`src/rtl/br_multiport.sv`:
```
// br_multiport: parametrised register file with NRD combinational read ports,
// one synchronous write port, a hardwired zero register, optional same-cycle
// write-to-read bypass and a per-register pending (scoreboard) bitmap used by
// pipeline control to detect hazards on outstanding long-latency results.
module br_multiport #(
  parameter  int XLEN   = 32,
  parameter  int NREG   = 32,
  parameter  int NRD    = 2,
  parameter  int BYPASS = 1,
  localparam int AW     = $clog2(NREG)
) (
  input  logic                 clk,
  input  logic                 rst_n,
  input  logic [NRD*AW-1:0]    ra,
  output logic [NRD*XLEN-1:0]  rd,
  output logic [NRD-1:0]       rbusy,
  input  logic [AW-1:0]        wa,
  input  logic [XLEN-1:0]      wd,
  input  logic                 we,
  input  logic                 set_en,
  input  logic [AW-1:0]        set_addr
);

  logic [XLEN-1:0] regs_q [NREG];
  logic [XLEN-1:0] regs_d [NREG];
  logic [NREG-1:0] pend_q;
  logic [NREG-1:0] pend_d;

  // Next-state: write clears the pending bit, a mark to the same address wins.
  always_comb begin
    // NOTE: combinational blocks use blocking assignments and start from a
    // full default so that no path leaves a variable unassigned (no latch).
    regs_d = regs_q;
    pend_d = pend_q;
    // Enables are tested before the addresses are used, so an unknown
    // address with its enable low never touches state.
    if (we && (wa != '0)) begin
      regs_d[wa] = wd;
      pend_d[wa] = 1'b0;
    end
    if (set_en && (set_addr != '0)) begin
      pend_d[set_addr] = 1'b1;
    end
  end

  // State registers: asynchronous clear of every register and pending bit.
  always_ff @(posedge clk or negedge rst_n) begin
    if (!rst_n) begin
      // NOTE: this storage is deliberately reset because the register file
      // must read all-zero immediately on reset; that keeps it in flops
      // rather than a RAM macro, and sequential state uses non-blocking <=.
      for (int i = 0; i < NREG; i++) begin
        regs_q[i] <= '0;
      end
      pend_q <= '0;
    end else begin
      regs_q <= regs_d;
      pend_q <= pend_d;
    end
  end

  // Read ports: independent combinational muxes with zero-register forcing
  // and optional forwarding of the write in flight.
  for (genvar i = 0; i < NRD; i++) begin : g_rd
    logic [AW-1:0] addr;
    logic          is_zero;
    logic          hit;

    assign addr    = ra[i*AW +: AW];
    assign is_zero = (addr == '0);
    // Bypass is suppressed during reset so every port reads zero then.
    assign hit     = (BYPASS != 0) && rst_n && we && (wa == addr);

    assign rd[i*XLEN +: XLEN] = is_zero ? '0 :
                                hit     ? wd : regs_q[addr];
    assign rbusy[i]           = (is_zero || hit) ? 1'b0 : pend_q[addr];
  end

endmodule

```
`config.mk`:
```
export PLATFORM = sky130hd
export DESIGN_NAME = br_multiport
export DESIGN_NICKNAME = d
export VERILOG_FILES = /design/src/rtl/br_multiport.sv
export SDC_FILE = /design/constraint.sdc
export NUM_CORES = 2
export LEC_CHECK = 0
export CELL_PAD_IN_SITES_DETAIL_PLACEMENT = 1
export CELL_PAD_IN_SITES_GLOBAL_PLACEMENT = 2
export CORE_UTILIZATION = 50
export CTS_CLUSTER_DIAMETER = 30
export DETAILED_ROUTE_END_ITERATION = 10
export PLACE_DENSITY_LB_ADDON = 0.1
export SYNTH_ARGS = -nofsm -noshare
export SYNTH_HDL_FRONTEND = slang
export SYNTH_SLANG_ARGS = --single-unit
```
`constraint.sdc`:
```
create_clock -name clk -period 10 [get_ports clk]
set_input_delay 2.5 -clock clk [delete_from_list [all_inputs] [get_ports clk]]
set_output_delay 2.5 -clock clk [all_outputs]
set_load 0.005 [all_outputs]
```
; ---- After elaboration in Yosys (flattened, before gate mapping)
; Index checks and enable logic that the tools add are counted.
[op_classes]
n_lt_le_gt_ge = 10
bitwise = 6
muxes = 25
eq_ne = 2
reduce_logical = 14
[op_table]
columns = op, n
row1 = $bwmux W1024, 1
row2 = $mux W32, 11
row3 = $bmux W32 S5, 2
row4 = $demux W32 S5, 1
row5 = $and A32 B32 Y32, 1
row6 = $not A32 Y32, 1
row7 = $or A32 B32 Y32, 1
row8 = $lt A5 B6 Y1 const B, 4
row9 = $ge A6 B6 Y1 const B, 3
row10 = $not A5 Y6, 3
row11 = $bmux W1 S5, 2
row12 = $demux W1 S5, 2
row13 = $eq A5 B5 Y1, 2
row14 = $ge A5 B1 Y1 const B, 2
row15 = $logic_not A5 Y1, 2
row16 = $reduce_bool A5 Y1, 2
row17 = $logic_and A1 B1 Y1, 8
row18 = $lt A6 B1 Y1 const B, 1
row19 = $mux W1, 6
row20 = $logic_or A1 B1 Y1, 2
[word_totals]
register_bits = 1056
input_bits = 56
out_inout_bits = 66

; ---- Depth between registers and ports, before layout
[depth]
depth_word = 9
depth_mapped = 10
depth_no_buf = 5

; ---- Worst setup path after synthesis
; No wires, ideal clock.
[synth_timing]
path_type = input -> output
from = input ra[5]
to = output rd[63]
required_time_ps = 7500
setup_slack_ps = 3254
path_stages = 8
arrival_ps = 4246
path_cell_list = buf_2 > buf_6 > buf_6 > buf_2 > mux4_2 > a22oi_1 > a21oi_1 > a22o_1
[synth_between]
elab_chain_len = 6
word_cells_on_any_way = 9
[synth_lines]
columns = item, line
row1 = "start, declared", 14  ; input logic [NRD*AW-1:0] ra,
row2 = $not A5 Y6 (implied by the code), 75  ; hit ? wd : regs_q[addr];
row3 = $bmux W32 S5, 75
row4 = $mux W32 (implied by the code) (2 in series), 75
row5 = $mux W32, 75
row6 = $mux W32 *, 74  ; assign rd[i*XLEN +: XLEN] = is_zero ? '0 :
row7 = "end, declared", 15  ; output logic [NRD*XLEN-1:0] rd,
; Every way passes the cells marked *; elsewhere a longest branch is shown, timed or not. The select of a mux whose other input is x is not followed.

; ---- Worst setup path in the final report
[layout_timing]
from = input ra[4]
to = output rd[12]
; The elaborated chain is that of the path after synthesis.

==> impl_metrics.env <==
export IMPL_first_iter_violations=4425
export IMPL_drc=0
export IMPL_wl_met1_mm=91.8
export IMPL_p_seq_frac=0.333
export IMPL_wl_met2_mm=98.9
export IMPL_cp_common_cell="buf_4"
export IMPL_viasPerCell=7.07
export IMPL_cts_root_buf="clkbuf_16"
export IMPL_maxCapViolations=0
export IMPL_slew_headroom=0.0875
export IMPL_ant_nets=0
export IMPL_powerDensity_mw_per_mm2=254
export IMPL_cts_tree="done"
export IMPL_dieWidth_um=339
export IMPL_syn_to_final_growth_pct=21.0
export IMPL_ctsResizeCount=0
export IMPL_syn_nets=4062
export IMPL_cts_buffers=284
export IMPL_fin_setup_tns_ns=0
export IMPL_cp_start_kind="primary input"
export IMPL_cts_buffer_depth=4
export IMPL_worstHoldPathType="reg2reg"
export IMPL_port_buffers=121
export IMPL_core_area_mm2=0.112
export IMPL_grt_use_total=0.384
export IMPL_synth_edff_count=0
export IMPL_finalCriticalPeriod_ns=8.83
export IMPL_path_class="in2out"
export IMPL_max_freq_ghz=0.113
export IMPL_ys_ff_latch=1056
export IMPL_slew_violations=0
export IMPL_path_max_fanout=26
export IMPL_synthFlopType="dfrtp_1"
export IMPL_gr_total_overflow=0
export IMPL_num_rows=123
export IMPL_r2r_slack_ns=9.14
export IMPL_drive_above_1_share=0.471
export IMPL_p_clk_frac=0.512
export IMPL_postCtsSetupBuffers=0
export IMPL_clk_latency_ns=0.82
export IMPL_required_ns=7.50
export IMPL_finalPower_mw=17.4
export IMPL_ys_warnings_count=0
export IMPL_p_sw_frac=0.264
export IMPL_combPwrFrac=0.155
export IMPL_async_flop_share=1.00
export IMPL_synth_seq_area_share=0.466
export IMPL_clk_pin_slew_ns=0.04
export IMPL_die_y_um=339
export IMPL_cts_hold_buf=0
export IMPL_die_area_mm2=0.115
export IMPL_wl_per_cell_um=37.6
export IMPL_synth_common_cells="1,056 x dfrtp_1, 978 x mux2_2, 384 x mux4_2"
export IMPL_cpPeakStageDelay_ns=0.75
export IMPL_avgSynthCellArea_um2=14.2
export IMPL_layout_nets=4151
export IMPL_final_setup_viol_count=0
export IMPL_cp_data_arrival_time_ns=6.33
export IMPL_yosysMostFrequentCell="dfrtp_1"
export IMPL_io_pins=122
export IMPL_grt_pass1_vias=44551
export IMPL_clock_sinks=1056
export IMPL_p_sw_mw=4.61
export IMPL_p_leak_nw=30.1
export IMPL_ir_drop_mv=0.193
export IMPL_vias=41028
export IMPL_status="finished, final reports clean"
export IMPL_synth_top_cells_by_area="dfrtp_1 47%, mux2_2 19%, mux4_2 15%, mux2i_1 5.7%, a22oi_1 2.1%"
export IMPL_initial_utilization=0.504
export IMPL_synth_top_area_frac=0.466
export IMPL_firstDrtPassIters=5
export IMPL_htreeDepth=5
export IMPL_rsz0062_at_grt="false"
export IMPL_critPathSlowestCell="nor4_2"
export IMPL_worst_clock_skew_ns=0
export IMPL_synthDistinctLibCells=63
export IMPL_grt_max_degree=174
export IMPL_place_gp_congestion=0.839
export IMPL_totalWireLength_mm=218
export IMPL_antenna_found_initial=11
export IMPL_internal_power_mw=12.8
export IMPL_post_route_period_util=0.883
export IMPL_synth_cell_area_mm2=0.0567
export IMPL_grt_first_pass_wirelength_mm=321
export IMPL_maxUsedRoutingLayer="met5"
export IMPL_post_dp_hpwl_mm=122
export IMPL_tightest_slew_ns=1.36
export IMPL_synthCells=4006
export IMPL_hold_viol=0
export IMPL_end_kind="output port"
export IMPL_crit_path_cell_trace="buf_2 -> inv_1 -> buf_4 -> nand2_1 -> nor4_2 -> buf_4 -> nor4_1 -> a311o_1 -> clkdlybuf4s50_1"
export IMPL_yosys_area_top_type="dfrtp_1"
export IMPL_wl_met3_mm=18.9
registers in the layout, summed over array words and instances, names as in the netlist:
signal / cells
regs_q: 1024
pend_q: 32
path summary, 6_finish.rpt:
kind,end,depth (start not counted),startpoint
min,regs_q[1006],0,regs_q[1006]
max reg2reg,regs_q[235],1,regs_q[235]
max,rd[12],9,ra[4]
min reg2reg,regs_q[1006],0,regs_q[1006]
max in group asynchronous,regs_q[51],4,rst_n
min in group asynchronous,regs_q[747],1,rst_n
placed cells by master (no fill, tap or decap), types with 17 or more instances in the layout:
master and n:
a22o_1 53, o22ai_1 55, nor2b_1 17, nand2_1 57, a211oi_1 33, clkdlybuf4s50_1 111, nor2_1 29, o221ai_1 31
mux4_2 384, clkbuf_16 286, mux2_2 978, clkbuf_1 39, buf_12 17, buf_4 123, a21oi_1 76, bufinv_16 27
o211ai_1 29, a22oi_1 160, mux2i_1 323, o21ai_0 48, clkbuf_8 46, dfrtp_1 1056, clkinv_2 57
worst max-delay path, delay by kind of cell:
| family | cells | cell delay (ns) |
|---|---|---|
| compound gates | 1 | 0.37 |
| buf+inv | 5 | 2.14 |
| simple gates | 3 | 1.25 |
metal layers:
metal / vias to the layer above / global-route usage
met5: - / 0
met4: 10 / 0.154
met3: 518 / 0.0890
met2: 2157 / 0.571
met1: 22572 / 0.545
li1: 15771 / -
power groups by stage:
stage               Combinational [mW]  Clock (mW)  Sequential [mW]
floorplan                         1.90           0             5.54
global placement                  2.55           0             5.67
detailed placement                2.65           0             5.79
CTS                               2.70        8.98             5.76
global route                      2.86        9.22             5.88
finish                            2.71        8.93             5.80
layout make-up:
type                            count  area (um^2)
Clock inverter                    118         1440
Antenna cell                        2         5.00
Fill cell                       10116        43900
Inverter                           16         60.1
Sequential cell                  1056        26400
Tap cell                         1500         1880
Timing Repair Buffer              258         2460
Clock buffer                      371         7940
Multi-Input combinational cell   2479        28400
per-stage QoR:
| step | cells | worst slack, ns | area, um^2 | hold WS [ns] | utilization |
|---|---|---|---|---|---|
| 2_1_floorplan | 4006 | 3.25 | 56700 | 0.441 | - |
| 3_3_place_gp | 5309 | 1.17 | 59200 | 0.377 | 0.526 |
| 3_5_place_dp | 5309 | 1.35 | 59200 | 0.384 | 0.526 |
| 4_1_cts | 5798 | 1.31 | 68600 | 0.395 | 0.610 |
| 5_1_grt | 5799 | 1.21 | 68600 | 0.408 | 0.610 |
| 6_report | 5800 | 1.17 | 68600 | 0.392 | 0.610 |
logic make-up (layout without fill, tap and decap cells):
kind of cell | after synthesis | count (layout) | synth area share
multiplexers | 1686 | 1686 | 0.404
flip-flops | 1056 | 1056 | 0.466
AO/OA/AOI/OAI | 556 | 556 | 0.0707
buffers and inverters | 471 | 763 | 0.0374
AND/OR/NAND/NOR | 229 | 229 | 0.0207
XOR/XNOR | 8 | 8 | 0.00124
other | 0 | 2 | 0
(Power assumes the default switching activity.)
